===== src/rtl/hash_des_multi_channel.sv =====
// Multi-channel front-end: buffers CHANNELS byte-stream messages and time-shares
// one DES-box hash core between them in round-robin order.
module hash_des_multi_channel #(
  parameter  int CHANNELS = 4,
  parameter  int DEPTH    = 16,
  parameter  int TIMEOUT  = 64,
  localparam int CH_W     = $clog2(CHANNELS),
  localparam int LEN_W    = $clog2(DEPTH+1)
) (
  input  logic             clk,
  input  logic             rst_n,
  input  logic             in_valid,
  output logic             in_ready,
  input  logic [CH_W-1:0]  in_chan,
  input  logic [7:0]       in_data,
  input  logic             in_last,
  input  logic             in_empty,
  output logic             out_valid,
  input  logic             out_ready,
  output logic [CH_W-1:0]  out_chan,
  output logic [LEN_W-1:0] out_len,
  output logic [31:0]      out_digest,
  output logic             err_valid,
  output logic [CH_W-1:0]  err_chan,
  output logic [1:0]       err_code
);
  localparam int DEP_W = $clog2(DEPTH);
  localparam int TMO_W = $clog2(TIMEOUT+1);

  typedef enum logic [1:0] {FILL, PEND, BUSY} ch_st_t;
  typedef enum logic [1:0] {IDLE, FEED, WAIT, OUT} st_t;

  ch_st_t           ch_st [CHANNELS];
  logic [LEN_W-1:0] cnt   [CHANNELS];
  logic [7:0]       mem   [CHANNELS][DEPTH];
  logic [CHANNELS-1:0] ovf;

  st_t              st, nst;
  logic [CH_W-1:0]  rr, grant, pick, cidx, ovf_pch;
  logic [LEN_W-1:0] feed_idx, len;
  logic [TMO_W-1:0] wait_cnt;
  logic             any_pend, last_feed, ovf_pend;
  logic             m_valid, hash_ready;
  logic [7:0]       message;
  logic [31:0]      digest;
  logic             do_grant, do_latch, do_tmo, do_done;
  logic             acc, full, ovf_now, ovf_evt;

  assign in_ready  = (ch_st[in_chan] == FILL);
  assign acc       = in_valid & in_ready;
  assign full      = (cnt[in_chan] == LEN_W'(DEPTH));
  assign ovf_now   = ovf[in_chan] | (~in_empty & full);
  assign ovf_evt   = acc & in_last & ovf_now;
  assign len       = cnt[grant];
  assign last_feed = (len == '0) || (feed_idx == len - LEN_W'(1));

  // Downward scan so the PEND channel nearest the pointer is picked last and wins.
  always_comb begin
    pick = '0; any_pend = 1'b0; cidx = '0;
    for (int i = CHANNELS-1; i >= 0; i--) begin
      cidx = CH_W'((int'(rr) + i) % CHANNELS);
      if (ch_st[cidx] == PEND) begin any_pend = 1'b1; pick = cidx; end
    end
  end

  always_ff @(posedge clk) begin
    if (!rst_n) st <= IDLE;
    else        st <= nst;
  end

  always_comb begin
    nst = st; m_valid = 1'b0; message = '0; out_valid = 1'b0;
    do_grant = 1'b0; do_latch = 1'b0; do_tmo = 1'b0; do_done = 1'b0;
    case (st)
      IDLE: if (any_pend) begin do_grant = 1'b1; nst = FEED; end
      FEED: begin
        m_valid = 1'b1;
        message = (len == '0) ? 8'h00 : mem[grant][feed_idx[DEP_W-1:0]];
        if (last_feed) nst = WAIT;
      end
      // wait_cnt==0 is the guard cycle where a stale hash_ready is ignored
      WAIT: if (wait_cnt != '0 && hash_ready) begin do_latch = 1'b1; nst = OUT; end
            else if (wait_cnt == TMO_W'(TIMEOUT)) begin do_tmo = 1'b1; nst = IDLE; end
      OUT: begin
        out_valid = 1'b1;
        if (out_ready) begin do_done = 1'b1; nst = IDLE; end
      end
      default: nst = IDLE;
    endcase
  end

  always_ff @(posedge clk) begin
    if (rst_n && acc && !in_empty && !full)
      mem[in_chan][cnt[in_chan][DEP_W-1:0]] <= in_data;
  end

  always_ff @(posedge clk) begin
    if (!rst_n) begin
      rr <= '0; grant <= '0; feed_idx <= '0; wait_cnt <= '0; ovf <= '0;
      out_chan <= '0; out_len <= '0; out_digest <= '0;
      err_valid <= 1'b0; err_chan <= '0; err_code <= '0;
      ovf_pend <= 1'b0; ovf_pch <= '0;
      for (int c = 0; c < CHANNELS; c++) begin ch_st[c] <= FILL; cnt[c] <= '0; end
    end else begin
      if (do_grant) begin
        grant <= pick; rr <= CH_W'((int'(pick) + 1) % CHANNELS);
        ch_st[pick] <= BUSY; feed_idx <= '0;
      end
      if (m_valid) feed_idx <= feed_idx + LEN_W'(1);
      wait_cnt <= (st == WAIT) ? wait_cnt + TMO_W'(1) : '0;
      if (do_latch) begin out_chan <= grant; out_len <= len; out_digest <= digest; end
      if (do_done || do_tmo) begin ch_st[grant] <= FILL; cnt[grant] <= '0; end
      if (acc) begin
        if (!in_empty && !full) cnt[in_chan] <= cnt[in_chan] + LEN_W'(1);
        if (!in_empty && full)  ovf[in_chan] <= 1'b1;
        if (in_last) begin
          if (ovf_now) begin cnt[in_chan] <= '0; ovf[in_chan] <= 1'b0; end
          else ch_st[in_chan] <= PEND;
        end
      end
      // Timeout owns the error port; a colliding overflow is held one cycle.
      err_valid <= 1'b0;
      if (do_tmo) begin
        err_valid <= 1'b1; err_chan <= grant; err_code <= 2'd2;
        if (ovf_evt) begin ovf_pend <= 1'b1; ovf_pch <= in_chan; end
      end else if (ovf_pend) begin
        err_valid <= 1'b1; err_chan <= ovf_pch; err_code <= 2'd1;
        ovf_pend <= ovf_evt; ovf_pch <= in_chan;
      end else if (ovf_evt) begin
        err_valid <= 1'b1; err_chan <= in_chan; err_code <= 2'd1;
      end
    end
  end

  full_hash_des_box u_core (
    .clk        (clk),
    .rst_n      (rst_n),
    .m_valid    (m_valid),
    .message    (message),
    .counter    ({{(64-LEN_W){1'b0}}, len}),
    .hash_ready (hash_ready),
    .digest_out (digest)
  );
endmodule

// DES-box hash core: S1-box byte mixing into a 32-bit state, length folded in
// at finalisation; hash_ready holds until the next message starts.
module full_hash_des_box (
  input  logic        clk,
  input  logic        rst_n,
  input  logic        m_valid,
  input  logic [7:0]  message,
  input  logic [63:0] counter,
  output logic        hash_ready,
  output logic [31:0] digest_out
);
  localparam logic [31:0] IV    = 32'h1BAB7BC4;
  localparam logic [31:0] LEN_K = 32'h58B6E8A4;
  localparam logic [3:0][63:0] S1 = {64'hD60AE3B5719428CF, 64'h05A379CFB26D8E14,
                                     64'h8359BC6A1D2E47F0, 64'h7095C6A38BF21D4E};
  logic [31:0] st, base, len_q;
  logic [1:0]  row, fin;
  logic [3:0]  col, sb;
  logic        absorb;

  always_comb begin
    row  = {message[5], message[0]};
    col  = message[4:1];
    sb   = S1[row][{col, 2'b00} +: 4];
    base = absorb ? st : IV;
  end

  always_ff @(posedge clk) begin
    if (!rst_n) begin
      st <= '0; len_q <= '0; fin <= '0; absorb <= 1'b0;
      hash_ready <= 1'b0; digest_out <= '0;
    end else if (m_valid) begin
      st <= {base[26:0], base[31:27]} ^ {sb, 20'h0, message};
      len_q <= counter[31:0] ^ counter[63:32];
      absorb <= 1'b1; fin <= '0; hash_ready <= 1'b0;
    end else if (absorb) begin
      if (fin == 2'd2) begin
        digest_out <= st ^ (len_q * LEN_K);
        hash_ready <= 1'b1; absorb <= 1'b0;
      end else fin <= fin + 2'd1;
    end
  end
endmodule


===== config.mk =====
export PLATFORM = sky130hd
export DESIGN_NAME = hash_des_multi_channel
export DESIGN_NICKNAME = d
export VERILOG_FILES = /design/src/rtl/hash_des_multi_channel.sv
export SDC_FILE = /design/constraint.sdc
export NUM_CORES = 1
export LEC_CHECK = 0
export BUFFER_PORTS_ARGS = -buffer_cell sky130_fd_sc_hd__buf_2
export CORE_MARGIN = 2
export CORE_UTILIZATION = 50
export DETAILED_ROUTE_END_ITERATION = 16
export PLACE_DENSITY = 0.67
export SYNTH_ARGS = -nofsm -noshare
export SYNTH_HDL_FRONTEND = slang
export SYNTH_SLANG_ARGS = --single-unit

===== constraint.sdc =====
create_clock -name clk -period 4.74 [get_ports clk]
set_input_delay 0.948 -clock clk [delete_from_list [all_inputs] [get_ports clk]]
set_output_delay 0.948 -clock clk [all_outputs]
set_load 0.01 [all_outputs]

==> results.yml, run 1 <==
synthesis:
  syn-cell-area_um2: 30000
  ys_warn_count: 0
  ys_seq_area_share_pct: 63.5
  synth_edf_count: 532
  synth-async-reset-ratio_pct: 0
  syn-instance-count: 2134
  synth_area_per_cell_um2: 14.1
  synthTopCellsByArea: "edfxtp_1 53%, dfxtp_1 10%, mux4_2 8.4%, mux2i_1 3.1%, ha_1 2.5%"
  yosysTopAreaCellShare_pct: 53.3
  synth_top_cell_by_area: "edfxtp_1"
  synthFlopType: "edfxtp_1"
  ys_types: 78
  syn-num-nets: 2224
  synth.ff_latch_count: 686
worst_setup_path:
  cp.required_ns: 5.27
  startpoint_type: "register"
  endpoint_kind: "register"
  cp.arrival_ns: 4.99
  crit_type: "register to register"
  path_max_fanout: 12
cts:
  ctsHoldBuffers: 0
  numCtsBuffers: 73
  ctsResizeCount: 0
  cts_buffer_depth: 3
  htreeDepth: 3
  clkTransAtPathRegs_ns: 0.06
  insertion_delay_ns: 0.62
  cts_root_buf: "clkbuf_16"
  clock_sinks: 686
  cts_setup_buffers: 0
  cts_tree: "yes"
floorplanning:
  die_x_um: 249
  initial_utilization_pct: 50.7
  rows: 89
  core_region_area_um2: 59100
  die-area_um2: 62000
  io_pins: 62
  die-height_um: 249
timing:
  fin_crit_sh_pct: 94.1
  final.setup.tns_ns: 0
  max_freq_mhz: 224
  hold_viol_final: 0
  grt_setup_unrepaired: "no"
  slew_violations: 0
  skew_ns: 0.0205
  tightest_slew_ns: 1.23
  setup_viol: 0
  slew_headroom_pct: 18.1
  fin_ws_ns: 0.279
  min_period_ns: 4.46
  hold_ws_ns: 0.446
place:
  routabilityCongestion: 0.902
  pre_cts_ws_ns: 0.329
  port_buffers: 61
  dp_hpwl_mm: 48.3
run_status:
  status: "finished, final reports clean"
job:
  maxCapViolations: 0
drt:
  drc_errors: 0
  vias_per_cell: 5.96
  first_iter_violations: 1875
  wl_per_cell_um: 23.3
  postRouteAntennaNets: 0
  vias: 18500
  drtPass1Iterations: 7
  wl_mm: 72.2
worst_hold_path:
  min_path_type: "register to register"
power:
  p_leak_uw: 0.0116
  powerDensity_nw_per_um2: 454
  total_power_uw: 15500
  vdd_drop_max_mv: 0.372
final_layout:
  drive_gt1_share_pct: 18.6
  antennaDiodeCount: 0
  syn2layout_area_growth_pct: 13.6
  nFillCells: 4597
  fin_nets: 2363
global_route:
  grt_antenna_before_repair: 2
  grt_pass1_vias: 18600
  grt_first_pass_wirelength_mm: 111
  overflow: 0
  grt_max_degree: 65
  grt_use_total_pct: 23.6
==> state kept, by name, summed over array words and instances (netlist names), 2 cells and up, named ones only <==
register	count
grant	2
ch_st	8
out_chan	2
ovf	4
u_core.fin	2
u_core.digest_out	32
out_len	5
u_core.len_q	5
err_code	2
out_digest	32
ovf_pch	2
feed_idx	5
err_chan	2
u_core.st	32
cnt	20
st	2
mem	512
wait_cnt	7
rr	2
==> per-layer routing <==
| layer | GRT usage, % | routed length [µm] | vias up |
|---|---|---|---|
| met3 | 4.37 | 4820 | 157 |
| met2 | 38.1 | 34700 | 648 |
| li1 | - | - | 8385 |
| met1 | 32.0 | 30000 | 9262 |
| met5 | 0 | 23 | - |
| met4 | 8.87 | 2630 | 4 |
==> synthesized netlist by cell type, types with 7 or more instances <==
library cell	instances
dfxtp_1	154
mux4_2	112
buf_2	16
ha_1	61
nor3b_1	8
nand2_1	177
buf_1	12
a21oi_1	109
a211oi_1	44
a22oi_1	20
a2bb2oi_1	8
nor3_1	25
o211ai_1	11
and3_1	13
and2_1	17
clkbuf_1	76
a311oi_1	9
nand2b_1	19
edfxtp_1	532
o221ai_1	14
inv_1	39
buf_6	10
a21o_1	15
nand3_1	60
fa_1	13
o21ai_0	40
xnor2_1	58
nand4_1	11
o21bai_1	7
xor2_1	16
nor2b_1	27
mux2i_1	93
a31oi_1	9
nor2_1	192
==> worst max-delay path: stages (launching register included) <==
cell       delay [ns]
dfxtp_1          0.76
inv_1            0.56
buf_4            0.38
a2bb2oi_1        0.17
a211oi_1         0.59
nor3_1           0.25
or2_1            0.41
buf_4            0.24
nor3_2           0.20
a211o_1          0.15
o22ai_1          0.08
or4_1            0.41
o211ai_1         0.17
==> area by class of cell <==
class                   instances  area, µm²  area share (%)
clock buffers                  91       1970            5.77
clock inverters                37        415            1.22
inverters                      41        156           0.459
multi-input cells            1284      10200            29.9
flip-flops and latches        686      19100            56.0
well taps                     773        967            2.84
repair buffers                187       1300            3.82
==> worst paths after layout <==
path                          from  slack [ns]  cells after the start              to
max                    feed_idx[1]        0.28                     12   u_core.st[31]
min          u_core.digest_out[24]        0.45                      2  out_digest[24]
max reg2reg            feed_idx[1]        0.28                     12   u_core.st[31]
min reg2reg  u_core.digest_out[24]        0.45                      2  out_digest[24]
==> through the flow <==
stage / area (µm²) / utilization, % / instances
floorplan: 30000 / - / 2134
global placement: 31700 / 53.6 / 2971
detailed placement: 31700 / 53.6 / 2971
CTS: 34100 / 57.6 / 3099
global route: 34100 / 57.6 / 3099
finish: 34100 / 57.6 / 3099
==> placed cells by master, fill, tap and decap left out, drive strengths merged, types with 13 or more instances in the layout <==
cell,instances
xor2,16
clkinv,26
edfxtp,532
xnor2,58
nor2b,27
nand3,60
a211oi,45
a22oi,20
mux4,112
ha,61
o21ai,45
a21oi,109
dfxtp,154
and3,13
fa,13
nand2,177
mux2i,93
clkbuf,91
a21o,15
o221ai,14
and2,17
nand2b,19
buf,187
inv,42
nor3,26
nor2,194
==> report_power, final <==
part           switching [µW]  internal, µW  total (µW)
logic                    1760          1190        2950
registers                 219          6630        6850
clock network            2320          3340        5660
total                    4300         11200       15500
==> cell families after synthesis <==
family                   count (synthesis)  share of synthesized area (%)
multiplexers                           209                           11.7
flip-flops                             686                           63.5
buffers and inverters                  164                           2.61
adder cells (fa/ha/maj)                 74                           3.41
AO/OA/AOI/OAI                          352                           7.96
XOR/XNOR                                74                           2.16
AND/OR/NAND/NOR                        575                           8.68
Note: power is estimated with default switching activity, not from simulation.
==> inputs of run 2 (changes only) <==
--- a/config.mk
+++ b/config.mk
@@ -9,7 +9,7 @@
 export CORE_MARGIN = 2
 export CORE_UTILIZATION = 50
 export DETAILED_ROUTE_END_ITERATION = 16
-export PLACE_DENSITY = 0.67
+export PLACE_DENSITY = 0.65
 export SYNTH_ARGS = -nofsm -noshare
 export SYNTH_HDL_FRONTEND = slang
 export SYNTH_SLANG_ARGS = --single-unit
==> constraint.sdc (replaced) <==
create_clock -name clk -period 4.8 [get_ports clk]
set_input_delay 0.96 -clock clk [delete_from_list [all_inputs] [get_ports clk]]
set_output_delay 0.96 -clock clk [all_outputs]
set_load 0.1 [all_outputs]
==> run 2 against run 1 <==
Register-to-register slack lost 0.05 ns. Count of clock-buffer cells in the layout increased by 1. Cell area up 0.20%. Clock power fell by 2%. Critical endpoint is now u_core.st[29]. Highest routed layer is now met4.
==> results.yml, run 2 (same netlist as run 1, synthesis figures left out) <==
job:
  maxCapViolations: 0
power:
  vdd_drop_max_mv: 0.290
  p_leak_uw: 0.0117
  total_power_uw: 15300
  powerDensity_nw_per_um2: 448
floorplanning:
  io_pins: 62
  core_region_area_um2: 59100
  initial_utilization_pct: 50.7
  die-area_um2: 62000
  rows: 89
  die-height_um: 249
  die_x_um: 249
final_layout:
  syn2layout_area_growth_pct: 13.8
  layout_common_cells: "532 x edfxtp_1, 192 x nor2_1, 177 x nand2_1"
  finalNonFillerCells: 3107
  postLayoutCellArea_um2: 34100
  final_util_pct: 57.7
  layout_commonest_cell: "edfxtp_1"
  nFillCells: 4610
  fin_nets: 2371
  drive_gt1_share_pct: 18.6
  largest_register_ffs: 512
  antennaDiodeCount: 0
place:
  port_buffers: 61
  pre_cts_ws_ns: 0.254
  dp_hpwl_mm: 48.6
  dp.cells: 2980
  routabilityCongestion: 0.901
  dpl-instance-area_um2: 31800
worst_setup_path:
  critPathSlowestCell: "mux4_2"
  endpoint_kind: "register"
  path_max_fanout: 45
  cp.required_ns: 5.28
  path_common_cell: "buf_4"
  cpPeakStageDelay_ns: 0.57
  startpoint_type: "register"
  crit_chain: "buf_12, buf_4, buf_4, mux4_2, and2_1, a211oi_1, buf_4, nor3_1, nor2_2, nor2_1, a2111oi_1, nor4_1, xnor2_1, a21oi_1"
  crit_type: "register to register"
  cp.arrival_ns: 5.05
timing:
  fin_crit_sh_pct: 95.3
  tightest_slew_ns: 1.29
  fin_ws_ns: 0.226
  skew_ns: 0.0262
  slew_violations: 0
  hold_viol_final: 0
  setup_viol: 0
  grt_setup_unrepaired: "no"
  slew_headroom_pct: 14.1
  max_freq_mhz: 219
  min_period_ns: 4.57
drt:
  drtPass1Iterations: 5
  wl_per_cell_um: 23.7
  first_iter_violations: 1506
  vias: 18500
  wl_mm: 73.6
  postRouteAntennaNets: 0
  drc_errors: 0
  vias_per_cell: 5.95
cts:
  numCtsBuffers: 72
  clock_sinks: 686
  cts_tree: "yes"
  clkTransAtPathRegs_ns: 0.06
  htreeDepth: 3
  cts_root_buf: "clkbuf_16"
  cts_setup_buffers: 0
  cts_buffer_depth: 3
  ctsHoldBuffers: 0
  insertion_delay_ns: 0.63
global_route:
  grt_use_total_pct: 23.9
  overflow: 0
  grt_busiest_layer: "met2"
  grt_pass1_vias: 18300
  grt_first_pass_wirelength_mm: 113
  grt_use_met2_pct: 39.3
  use_met1_pct: 33.2
  gr-usage-met3_pct: 3.23
  grt_antenna_before_repair: 0
  grt_max_degree: 82
run_status:
  status: "finished, final reports clean"
worst_hold_path:
  min_path_type: "register to register"
==> run 2: cell types whose count changed in the layout (fill, tap and decap cells not counted), sizes merged <==
cell	previous run	this run
buf	187	196
clkbuf	91	92
clkinv	26	25
clkinvlp	3	2
==> run 2: routing by layer <==
layer / part of all wire [%] / vias to the layer above / wire (µm)
met5: 0 / - / 0
met4: 2.7 / 0 / 1960
met3: 5.5 / 118 / 4010
met2: 49 / 576 / 35900
met1: 43 / 9345 / 31800
li1: - / 8434 / -
==> run 2: layout make-up <==
cell class / count / area [µm²] / share of cell area (%)
clock buffer: 92 / 1940 / 5.68
clock inverter: 35 / 437 / 1.28
inverter: 41 / 155 / 0.455
multi-input combinational: 1284 / 10200 / 29.9
sequential: 686 / 19100 / 55.9
tap: 773 / 967 / 2.83
timing repair buffer: 196 / 1380 / 4.05
==> run 2: per-stage QoR <==
| step | hold WS (ns) | setup TNS, ns |
|---|---|---|
| floorplan | 0.426 | -0.00727 |
| global placement | 0.439 | 0 |
| detailed placement | 0.445 | 0 |
| CTS | 0.454 | 0 |
| global route | 0.472 | 0 |
| finish | 0.448 | 0 |
==> run 2: path summary, 6_finish.rpt <==
kind / cells after the start / start / end / slack [ns]
max: 14 / register / u_core.st[29] / 0.23
min: 2 / u_core.digest_out[15] / out_digest[15] / 0.45
max reg2reg: 14 / register / u_core.st[29] / 0.23
min reg2reg: 2 / u_core.digest_out[15] / out_digest[15] / 0.45
==> run 2: repair_timing <==
item | 4_1_cts | 5_1_grt
resized for setup | 0 | 1
endpoints found under the hold margin | 0 | 0
endpoints found under the setup margin | 0 | 1
==> run 2: critical path, delay by kind of cell, from the launching register on <==
| kind | cells | cell delay, ns |
|---|---|---|
| AO/OA/AOI/OAI | 3 | 1.03 |
| XOR/XNOR | 1 | 0.18 |
| buffers and inverters | 4 | 1.22 |
| flip-flops | 1 | 0.41 |
| multiplexers | 1 | 0.57 |
| AND/OR/NAND/NOR | 5 | 0.94 |
==> run 2: report_power, final <==
group / internal (µW) / total, µW / switching [µW]
logic: 1180 / 2960 / 1780
registers: 6550 / 6750 / 198
clock network: 3260 / 5570 / 2310
total: 11000 / 15300 / 4290
